===== src/rtl/wishbone_pkg.sv =====
// Shared types for the Wishbone classic FIFO device: bus FSM states and termination kinds.
package wishbone_pkg;

    typedef enum logic [1:0] {WB_IDLE, WB_WAIT, WB_RESP} wb_dev_state_t;

    typedef enum {WB_ACK, WB_ERR, WB_RTY} wb_term_t;

    // Termination used when a write finds the FIFO full or a read finds it empty.
    function automatic wb_term_t stall_term(input bit rty_on_stall);
        return rty_on_stall ? WB_RTY : WB_ERR;
    endfunction

endpackage


===== src/rtl/sync_fifo.sv =====
// Single-clock FIFO with wrapping pointers and occupancy count; the head word is read
// combinationally so the caller can capture it on the pop edge.
module sync_fifo #(
    parameter int unsigned DAT_WIDTH = 8,
    parameter int unsigned DEPTH     = 16
) (
    input  logic                       clk_i,
    input  logic                       rst_i,
    input  logic                       push_i,
    input  logic                       pop_i,
    input  logic [DAT_WIDTH-1:0]       wdata_i,
    output logic [DAT_WIDTH-1:0]       rdata_o,
    output logic [$clog2(DEPTH):0]     count_o,
    output logic                       full_o,
    output logic                       empty_o
);
    localparam int unsigned AW = $clog2(DEPTH);

    logic [DAT_WIDTH-1:0] mem_q [DEPTH];
    logic [AW-1:0]        wr_ptr_q, rd_ptr_q;
    logic [AW:0]          count_q;
    logic                 do_push, do_pop;

    assign full_o  = (count_q == (AW+1)'(DEPTH));
    assign empty_o = (count_q == '0);
    assign count_o = count_q;
    assign rdata_o = mem_q[rd_ptr_q];

    // Push takes priority; the bus never asks for both on one edge.
    assign do_push = push_i && !full_o;
    assign do_pop  = pop_i && !empty_o && !do_push;

    always_ff @(posedge clk_i) begin
        if (rst_i) begin
            wr_ptr_q <= '0;
            rd_ptr_q <= '0;
            count_q  <= '0;
        end else if (do_push) begin
            wr_ptr_q <= wr_ptr_q + 1'b1;
            count_q  <= count_q + 1'b1;
        end else if (do_pop) begin
            rd_ptr_q <= rd_ptr_q + 1'b1;
            count_q  <= count_q - 1'b1;
        end
    end

    always_ff @(posedge clk_i) begin
        if (do_push) begin
            mem_q[wr_ptr_q] <= wdata_i;
        end
    end

endmodule


===== src/rtl/wishbone_fifo_device.sv =====
// Wishbone B4 classic responder backed by a FIFO: writes push, reads pop, with optional
// wait states and a retry or error termination when the FIFO cannot accept/supply a word.
module wishbone_fifo_device
    import wishbone_pkg::*;
#(
    parameter int unsigned DAT_WIDTH    = 8,
    parameter int unsigned DEPTH        = 16,
    parameter int unsigned WAIT_CYCLES  = 0,
    parameter int unsigned RTY_ON_STALL = 1
) (
    input  logic                       clk_i,
    input  logic                       rst_i,
    input  logic                       cyc_i,
    input  logic                       stb_i,
    input  logic                       we_i,
    input  logic [DAT_WIDTH-1:0]       dat_i,
    output logic                       ack_o,
    output logic                       err_o,
    output logic                       rty_o,
    output logic [DAT_WIDTH-1:0]       dat_o,
    output logic [$clog2(DEPTH):0]     count_o,
    output logic                       full_o,
    output logic                       empty_o
);
    localparam logic [7:0] WaitLast = (WAIT_CYCLES > 0) ? 8'(WAIT_CYCLES - 1) : 8'd0;

    wb_dev_state_t        state_q, state_d;
    logic [7:0]           wait_cnt_q, wait_cnt_d;
    logic                 we_q, we_d;
    logic [DAT_WIDTH-1:0] wdat_q, wdat_d;
    logic                 ack_q, ack_d, err_q, err_d, rty_q, rty_d;
    logic [DAT_WIDTH-1:0] dat_q, dat_d;

    logic                 req, commit, commit_we, push, pop;
    logic [DAT_WIDTH-1:0] commit_dat, fifo_rdata;
    wb_term_t             term;

    assign req        = cyc_i && stb_i;
    // A zero-wait commit happens in IDLE, before the request has been latched.
    assign commit_we  = (state_q == WB_IDLE) ? we_i : we_q;
    assign commit_dat = (state_q == WB_IDLE) ? dat_i : wdat_q;

    always_comb begin
        state_d    = state_q;
        wait_cnt_d = wait_cnt_q;
        we_d       = we_q;
        wdat_d     = wdat_q;
        ack_d      = 1'b0;
        err_d      = 1'b0;
        rty_d      = 1'b0;
        dat_d      = '0;
        commit     = 1'b0;
        push       = 1'b0;
        pop        = 1'b0;
        term       = WB_ACK;

        case (state_q)
            WB_IDLE: begin
                if (req) begin
                    we_d       = we_i;
                    wdat_d     = dat_i;
                    wait_cnt_d = '0;
                    if (WAIT_CYCLES == 0) begin
                        commit = 1'b1;
                    end else begin
                        state_d = WB_WAIT;
                    end
                end
            end
            WB_WAIT: begin
                if (!req) begin
                    state_d = WB_IDLE;
                end else if (wait_cnt_q == WaitLast) begin
                    commit = 1'b1;
                end else begin
                    wait_cnt_d = wait_cnt_q + 8'd1;
                end
            end
            default: state_d = WB_IDLE;
        endcase

        if (commit) begin
            state_d = WB_RESP;
            if (commit_we && !full_o) begin
                push = 1'b1;
            end else if (!commit_we && !empty_o) begin
                pop   = 1'b1;
                dat_d = fifo_rdata;
            end else begin
                term = stall_term(RTY_ON_STALL != 0);
            end
            unique case (term)
                WB_ACK:  ack_d = 1'b1;
                WB_ERR:  err_d = 1'b1;
                default: rty_d = 1'b1;
            endcase
        end
    end

    always_ff @(posedge clk_i) begin
        if (rst_i) begin
            state_q    <= WB_IDLE;
            wait_cnt_q <= '0;
            we_q       <= 1'b0;
            wdat_q     <= '0;
            ack_q      <= 1'b0;
            err_q      <= 1'b0;
            rty_q      <= 1'b0;
            dat_q      <= '0;
        end else begin
            state_q    <= state_d;
            wait_cnt_q <= wait_cnt_d;
            we_q       <= we_d;
            wdat_q     <= wdat_d;
            ack_q      <= ack_d;
            err_q      <= err_d;
            rty_q      <= rty_d;
            dat_q      <= dat_d;
        end
    end

    sync_fifo #(
        .DAT_WIDTH (DAT_WIDTH),
        .DEPTH     (DEPTH)
    ) u_fifo (
        .clk_i   (clk_i),
        .rst_i   (rst_i),
        .push_i  (push),
        .pop_i   (pop),
        .wdata_i (commit_dat),
        .rdata_o (fifo_rdata),
        .count_o (count_o),
        .full_o  (full_o),
        .empty_o (empty_o)
    );

    assign ack_o = ack_q;
    assign err_o = err_q;
    assign rty_o = rty_q;
    assign dat_o = dat_q;

endmodule


===== config.mk =====
export PLATFORM = sky130hd
export DESIGN_NAME = wishbone_fifo_device
export DESIGN_NICKNAME = d
export VERILOG_FILES = /design/src/rtl/wishbone_pkg.sv /design/src/rtl/sync_fifo.sv /design/src/rtl/wishbone_fifo_device.sv
export SDC_FILE = /design/constraint.sdc
export NUM_CORES = 1
export LEC_CHECK = 0
export BUFFER_PORTS_ARGS = -buffer_cell sky130_fd_sc_hd__buf_2
export CORE_UTILIZATION = 35
export DETAILED_ROUTE_END_ITERATION = 7
export PLACE_DENSITY = 0.63
export RECOVER_POWER = 50
export SETUP_SLACK_MARGIN = 0.15
export SYNTH_ARGS = -nofsm -noshare
export SYNTH_HDL_FRONTEND = slang
export SYNTH_SLANG_ARGS = --single-unit
export TNS_END_PERCENT = 30

===== constraint.sdc =====
create_clock -name clk_i -period 2.3 [get_ports clk_i]
set_input_delay 0.23 -clock clk_i [delete_from_list [all_inputs] [get_ports clk_i]]
set_output_delay 0.23 -clock clk_i [all_outputs]
set_load 0.02 [all_outputs]

---- Yosys cells after proc, flatten, opt, wreduce, memory -nomap -nowiden ----
Memory sizes are Yosys's and may differ from the RTL's. A register that Yosys moved wholly into a read port is not among the register bits.
Cells that the tools add are included.
operators by class
  $add $sub $neg .......................... 5
  multiply operators ...................... 0
  div/mod/pow operators ................... 0
  order comparisons ....................... 0
  equal/unequal tests ..................... 9
  shift operators ......................... 0
  multiplexer cells ....................... 28
  bitwise logic cells ..................... 4
  reduce and logical (&&, ||, !) cells .... 25
operator list
  cell                                              number
  == test 32 x 1 -> 1 bit, second input constant    1
  logical NOT 32 bit                                1
  two-way mux 32 bit                                1
  two-way mux 8 bit                                 4
  one-hot mux 8 bit (2 select lines)                1
  two-way mux 1 bit                                 14
  two-way mux 5 bit                                 2
  != test 2 bit, second input constant              5
  adder 4 x 1 -> 4 bit, second input constant       2
  adder 8 x 1 -> 8 bit, second input constant       1
  logical NOT 8 bit                                 1
  two-way mux 2 bit                                 4
  AND reduction 2 bit                               4
  logical AND 1 bit                                 6
  OR reduction 2 bit                                3
  adder 5 x 1 -> 5 bit, second input constant       1
  == test 5 bit, second input constant              1
  logical NOT 5 bit                                 1
  subtractor 5 x 1 -> 5 bit, second input constant  1
  logical NOT 1 bit                                 4
  NOT 1 bit                                         4
  one-hot mux 2 bit (2 select lines)                1
  AND reduction 4 bit                               1
  nonzero test 2 bit                                2
  other kinds (5)                                   5
word-level totals
  flip-flop bits (word level) ............. 35
  bits in latches ......................... 0
  RAM bits ................................ 128
  bits in read-only memories .............. 0
  input port bits ......................... 13
  output and inout port bits .............. 18
  word-level logic and storage cells ...... 83
  memories kept ........................... 1
memory list
  memory        depth  width  rd ports  clocked after memory_dff  wr ports  RTL line         RTL
  u_fifo.mem_q  16     8      1         1                         1         sync_fifo.sv:19  logic [DAT_WIDTH-1:0] mem_q [DEPTH];

---- Logic depth before layout (Yosys ltp) ----
  depth in word-level cells ............... 11
  depth in mapped cells ................... 11
  gate-level depth less buffers ........... 9

---- Cells and area by module ----
From an unflattened synthesis, not the netlist that was laid out.
unflattened totals
  cell total of the unflattened synthesis .. 380
  area, all modules ....................... 6571.3 sq um
modules (own cells, without submodules)
  module                instances  cells an instance  area an instance (sq um)  sequential area each (sq um)
  sync_fifo             1          312                5779.3                    4184.0
  wishbone_fifo_device  1          68                 792.0                     400.4

---- Least setup slack after synthesis ----
No wires, ideal clock.
  path kind ............................... register -> register
  start ................................... register state_q[1]
  end ..................................... register u_fifo.count_q[4] (netlist: u_fifo.count_o[4])
  setup time .............................. 0.122 ns
  arrival ................................. 2.231 ns
  required time ........................... 2.178 ns
  setup slack ............................. -0.053 ns
  cell stages (with the launch flop) ...... 12
  buffers on the path ..................... 2
  period minus slack after synthesis ...... 2.353 ns
  cells stage by stage .................... dfxtp_1 buf_2 nand3b_1 a211oi_1 buf_2 inv_1 ha_1 nor2b_1 o21ai_0 and3_4 o21ai_1 nor3b_2
on the way
  elaborated cells between the ends (all ways) .. 18
  those cells by class .................... eq/ne: 1; mux: 8; reduce/logical: 9
RTL lines
  item                                 RTL line                                                RTL
  start, declared                      wishbone_fifo_device.sv:27                              wb_dev_state_t state_q, state_d;
  start signal, assigned               wishbone_fifo_device.sv:111                             state_q <= state_d;
  logical NOT 2 bit                    wishbone_fifo_device.sv:40, wishbone_fifo_device.sv:57
  two-way mux 1 bit                    wishbone_fifo_device.sv:40                              assign commit_we = (state_q == WB_IDLE) ? we_i : we_q;
  logical AND 1 bit                    wishbone_fifo_device.sv:84                              if (commit_we && !full_o) begin
  two-way mux 1 bit                    wishbone_fifo_device.sv:84
  two-way mux 1 bit *                  wishbone_fifo_device.sv:82                              if (commit) begin
  logical AND 1 bit *                  sync_fifo.sv:30                                         assign do_push = push_i && !full_o;
  via u_fifo.do_push                   sync_fifo.sv:22                                         logic do_push, do_pop;
  logical NOT 1 bit                    sync_fifo.sv:31                                         assign do_pop = pop_i && !empty_o && !do_push;
  logical AND 1 bit                    sync_fifo.sv:31
  nonzero test 2 bit (no source line)  n/a
  end signal, assigned                 sync_fifo.sv:40                                         count_q <= count_q + 1'b1;
  end signal, assigned                 sync_fifo.sv:43                                         count_q <= count_q - 1'b1;
  end, declared                        sync_fifo.sv:21                                         logic [AW:0] count_q;
The timed path passes the listed nets; every way through them passes the cells marked *.
A chain may end at the register's enable or synchronous reset.

---- Final worst setup path ----
  start ................................... register u_fifo.count_q[2] (netlist: u_fifo.count_o[2])
  end ..................................... register u_fifo.count_q[4] (netlist: u_fifo.count_o[4])
on the way
  cells in the longest elaborated chain, start to end .. 9
  elaborated cells between the ends (all ways) .. 20
  those cells by class .................... add/sub: 2; eq/ne: 1; mux: 7; reduce/logical: 10
RTL lines
  item                                                           RTL line
  logical NOT 5 bit / == test 5 bit (equally long branches)      sync_fifo.sv:25, sync_fifo.sv:24
  logical NOT 1 bit (on tied branches)                           n/a
  logical AND 1 bit (on tied branches)                           wishbone_fifo_device.sv:86, wishbone_fifo_device.sv:84
  two-way mux 1 bit (on tied branches)                           wishbone_fifo_device.sv:86, wishbone_fifo_device.sv:84
  two-way mux 1 bit (on tied branches)                           wishbone_fifo_device.sv:84, wishbone_fifo_device.sv:82
  two-way mux 1 bit / logical AND 1 bit (equally long branches)  wishbone_fifo_device.sv:82, sync_fifo.sv:30
  logical AND 1 bit / logical NOT 1 bit (equally long branches)  sync_fifo.sv:31
  logical AND 1 bit                                              sync_fifo.sv:31
  nonzero test 2 bit (no source line)                            n/a
Several ways; a longest one is shown, not always the timed one. The select of a mux whose other input is x is not followed.

==> impl_metrics.py <==
metrics = {
    "floorplanning": {
        "dieWidth_um": 137,
        "starting_utilization_of_the_core_area_pct": 35.8,
        "num_io_pins": 31,
        "die_h_um": 137,
        "core-area_mm2": 0.0180,
        "core.rowCount": 49,
        "die-area_mm2": 0.0189,
    },
    "sta": {
        "fin_crit_ns": 2.13,
        "post-route-worst-setup-slack_ns": 0.173,
        "setup-tns-final_ns": 0,
        "finalSetupViolations": 0,
        "final-hold-violation-count": 0,
        "fin_worst_skew_ns": 0.00847,
        "setup_repair_after_global_routing_missed_its_margin": "yes",
        "finalMaxSlewViolations": 0,
        "worst_pin_slew_ns": 0.660,
        "timing.max_slew.rel_slack_pct": 55.8,
        "timing.fmax_mhz": 470,
        "final.period_utilization_pct": 92.5,
    },
    "cells_and_area": {
        "area_growth_syn_to_layout_pct": 19.3,
        "layout-drive-gt1-share_pct": 24.5,
        "final_nets": 499,
        "final_design_area_no_fill_mm2": 0.00767,
        "stdcell_count": 718,
        "antenna_cells": 0,
    },
    "synth": {
        "synthesis.area_per_instance_um2": 15.3,
        "synth_sequential_area_ratio_pct": 70.1,
        "post-synth-top-count-cell": "sky130_fd_sc_hd__edfxtp_1",
        "synth-edff-count": 128,
        "ys_async_rst_share_pct": 0,
        "ys_top_cells_by_count": "sky130_fd_sc_hd__edfxtp_1, sky130_fd_sc_hd__dfxtp_1, sky130_fd_sc_hd__nand2_1, sky130_fd_sc_hd__nor2_1, sky130_fd_sc_hd__mux2_2",
        "mappedNetlistNets": 443,
        "synthTopCellsByArea": "sky130_fd_sc_hd__edfxtp_1, sky130_fd_sc_hd__dfxtp_1, sky130_fd_sc_hd__mux4_2, sky130_fd_sc_hd__mux2_2, sky130_fd_sc_hd__mux2i_1",
        "syn_inst": 420,
        "synth_area_mm2": 0.00642,
        "synth_fa_ha_area_share_pct": 2.06,
        "yosys.area_share.xor_xnor_pct": 1.36,
        "ys_dominant_reg_cell": "sky130_fd_sc_hd__edfxtp_1",
        "synth_cell_type_count": 43,
        "yosysWarningCount": 0,
        "ys_seq_elements": 161,
        "synth_area_leader_cell": "sky130_fd_sc_hd__edfxtp_1",
        "yosys-mux-area-fraction_pct": 11.6,
        "synth_largest_type_area_fraction_pct": 59.8,
        "synth_top_family_by_area": "multiplexers",
        "synth-compound-area-share_pct": 6.06,
        "synthSimpleGateAreaFrac_pct": 6.84,
    },
    "route": {
        "met2RoutedLength_mm": 7.02,
        "routed-wl-met3_um": 969,
        "post_drt_via_cell_ratio": 5.13,
        "wl_met1_mm": 5.87,
        "postRouteWirelength_mm": 14.0,
        "number_of_optimization_iterations_in_the_first_detailed_route_pass": 4,
        "wl_per_cell_um": 19.6,
        "detail_route.iter0.violations": 370,
        "maxUsedRoutingLayer": "met4",
        "number_of_routed_nets_with_antenna_violations": 0,
        "post-route-drc-count": 0,
        "dr_total_vias": 3686,
    },
    "worst_hold_path": {
        "hold_path_class": "primary input to register",
        "hold-path-cell-count": 3,
    },
    "place": {
        "place.port_buffers": 29,
        "gp_congestion": 0.841,
        "dpl_cell_area_mm2": 0.00701,
        "dp_cells": 683,
        "pre_cts_slack_ns": 0.131,
        "detailedPlacementHpwl_mm": 8.95,
    },
    "status": {
        "run_status": "finished, final reports clean",
    },
    "worst_setup_path": {
        "worstPathCellList": "nor4_4, a211oi_4, inv_2, ha_4, nor2b_4, o21ai_2, and3_4, o21ai_2, nor3b_2",
        "crit_path_top_delay_cell": "sky130_fd_sc_hd__dfxtp_1",
        "reg2reg_depth": 9,
        "worstPathMaxFanout": 6,
        "cp.required_ns": 2.59,
        "worst_path_largest_cell_delay_ns": 0.51,
        "cp_common_cell": "sky130_fd_sc_hd__o21ai_2",
        "worstPathArrival_ns": 2.42,
        "crit_path_start_kind": "register",
        "criticalPathCategory": "register to register",
        "nature_of_the_critical_path_endpoint": "register",
    },
    "global_route": {
        "grt_antenna_before_repair": 0,
        "grt_overflow_total": 0,
        "track_usage_pct": 16.4,
        "pin_count_of_the_biggest_net_entering_global_routing": 47,
        "grt_first_pass_wirelength_mm": 21.8,
        "first_global_vias": 3804,
    },
    "power_and_ir_drop": {
        "p_total_mw": 6.48,
        "power_report.internal_total_mw": 5.14,
        "cellPowerDensity_mw_per_mm2": 846,
        "sequentialPowerShare_pct": 49.6,
        "p_comb_share_pct": 6.0,
        "clock_power_share_pct": 44.3,
        "power_spent_charging_and_discharging_nets_mw": 1.35,
        "sw_frac_of_total_pct": 20.8,
        "p_leak_nw": 2.51,
        "ir_worst_vdd_v": 0.000533,
    },
    "clock_tree": {
        "clock-sinks": 161,
        "numCtsBuffers": 17,
        "cts_tree": "yes",
        "clk_latency_ns": 0.42,
        "cts_hold_buffers": 0,
        "clock_tree.root_cell": "sky130_fd_sc_hd__clkbuf_16",
        "h_tree_depth": 4,
        "path_clk_slew_ns": 0.06,
        "ctsLongestPathBuffers": 2,
    },
    "run": {
        "max_cap_viol_count": 0,
    },
}
==> worst paths after layout <==
check / slack [ns] / endpoint / from
max reg2reg: 0.17 / u_fifo.count_o[4]$_SDFFE_PP0P_ / u_fifo.count_o[2]$_SDFFE_PP0P_
max: 0.17 / u_fifo.count_o[4]$_SDFFE_PP0P_ / u_fifo.count_o[2]$_SDFFE_PP0P_
min reg2reg: 0.45 / wdat_q[7]$_SDFFE_PP0N_ / wdat_q[7]$_SDFFE_PP0N_
min: 0.05 / wdat_q[5]$_SDFFE_PP0N_ / dat_i[5]
==> state kept, by name, indices dropped and copies added, names as in the netlist <==
name / cells
u_fifo.mem_q: 128
dat_o: 8
wdat_q: 8
u_fifo.count_o: 5
u_fifo.rd_ptr_q: 4
u_fifo.wr_ptr_q: 4
ack_o: 1
rty_o: 1
state_q: 1
we_q: 1
==> critical path: cells and delay by family, from the launching register on <==
family	cells	cell delay (ns)
AND/OR/NAND/NOR	4	0.60
flip-flops	1	0.51
AO/OA/AOI/OAI	3	0.51
adder cells (fa/ha/maj)	1	0.26
buffers and inverters	1	0.12
==> what timing repair did <==
item | in CTS | in global routing
cloned | 0 | 0
setup endpoints to repair | 1 | 1
resized for setup | 0 | 13
buffers inserted | 1 | 2
pin swaps | 2 | 6
==> kinds of logic after synthesis <==
| family | Yosys count |
|---|---|
| buf+inv | 28 |
| other cells | 1 |
| xor+xnor | 10 |
| mux | 55 |
| compound gates | 60 |
| simple gates | 95 |
| fa+ha+maj | 10 |
| flops | 161 |
==> placed cells by master, fill, tap and decap left out, types with 3 or more instances in the layout <==
master	count
sky130_fd_sc_hd__a211oi_1	3
sky130_fd_sc_hd__a21oi_1	20
sky130_fd_sc_hd__a221o_1	4
sky130_fd_sc_hd__buf_2	19
sky130_fd_sc_hd__buf_4	26
sky130_fd_sc_hd__bufinv_16	4
sky130_fd_sc_hd__clkbuf_1	15
sky130_fd_sc_hd__clkbuf_16	17
sky130_fd_sc_hd__clkinv_1	3
sky130_fd_sc_hd__dfxtp_1	32
sky130_fd_sc_hd__edfxtp_1	128
sky130_fd_sc_hd__ha_1	7
sky130_fd_sc_hd__inv_1	5
sky130_fd_sc_hd__mux2_1	8
sky130_fd_sc_hd__mux2_2	16
sky130_fd_sc_hd__mux2i_1	18
sky130_fd_sc_hd__mux4_2	13
sky130_fd_sc_hd__nand2_1	33
sky130_fd_sc_hd__nand2b_1	4
sky130_fd_sc_hd__nor2_1	33
sky130_fd_sc_hd__nor3_1	6
sky130_fd_sc_hd__o221ai_1	3
sky130_fd_sc_hd__o22ai_1	21
sky130_fd_sc_hd__xnor2_1	4
sky130_fd_sc_hd__xor2_1	6
==> area by class of cell <==
cell class | count | area, um2
Inverter | 6 | 22.5
Clock inverter | 12 | 165
Clock buffer | 20 | 437
Fill cell | 1610 | 10300
Timing Repair Buffer | 59 | 375
Tap cell | 229 | 287
Sequential cell | 161 | 4510
Multi-Input combinational cell | 231 | 1870
==> per-stage QoR <==
stage | util, % | hold slack [ns]
after floorplan | - | 0.300
after global placement | 39.0 | 0.439
after detailed placement | 39.0 | 0.447
after CTS | 42.4 | 0.0349
after global routing | 42.7 | 0.0514
final | 42.7 | 0.0526
==> power groups by stage <==
| stage | Combinational [mW] | Sequential, mW | Clock [mW] |
|---|---|---|---|
| CTS | 0.374 | 3.22 | 2.93 |
| global placement | 0.352 | 3.27 | 0 |
| finish | 0.390 | 3.22 | 2.88 |
| floorplan | 0.228 | 3.29 | 0 |
| global route | 0.430 | 3.22 | 3.04 |
| detailed placement | 0.362 | 3.28 | 0 |
==> per-layer routing <==
layer | track usage (%) | vias up
met4 | 6.90 | 0
met2 | 26.7 | 116
met1 | 20.9 | 1848
li1 | - | 1709
met5 | 0 | -
met3 | 4.19 | 13
No activity file was read; power rests on OpenSTA's default activity.
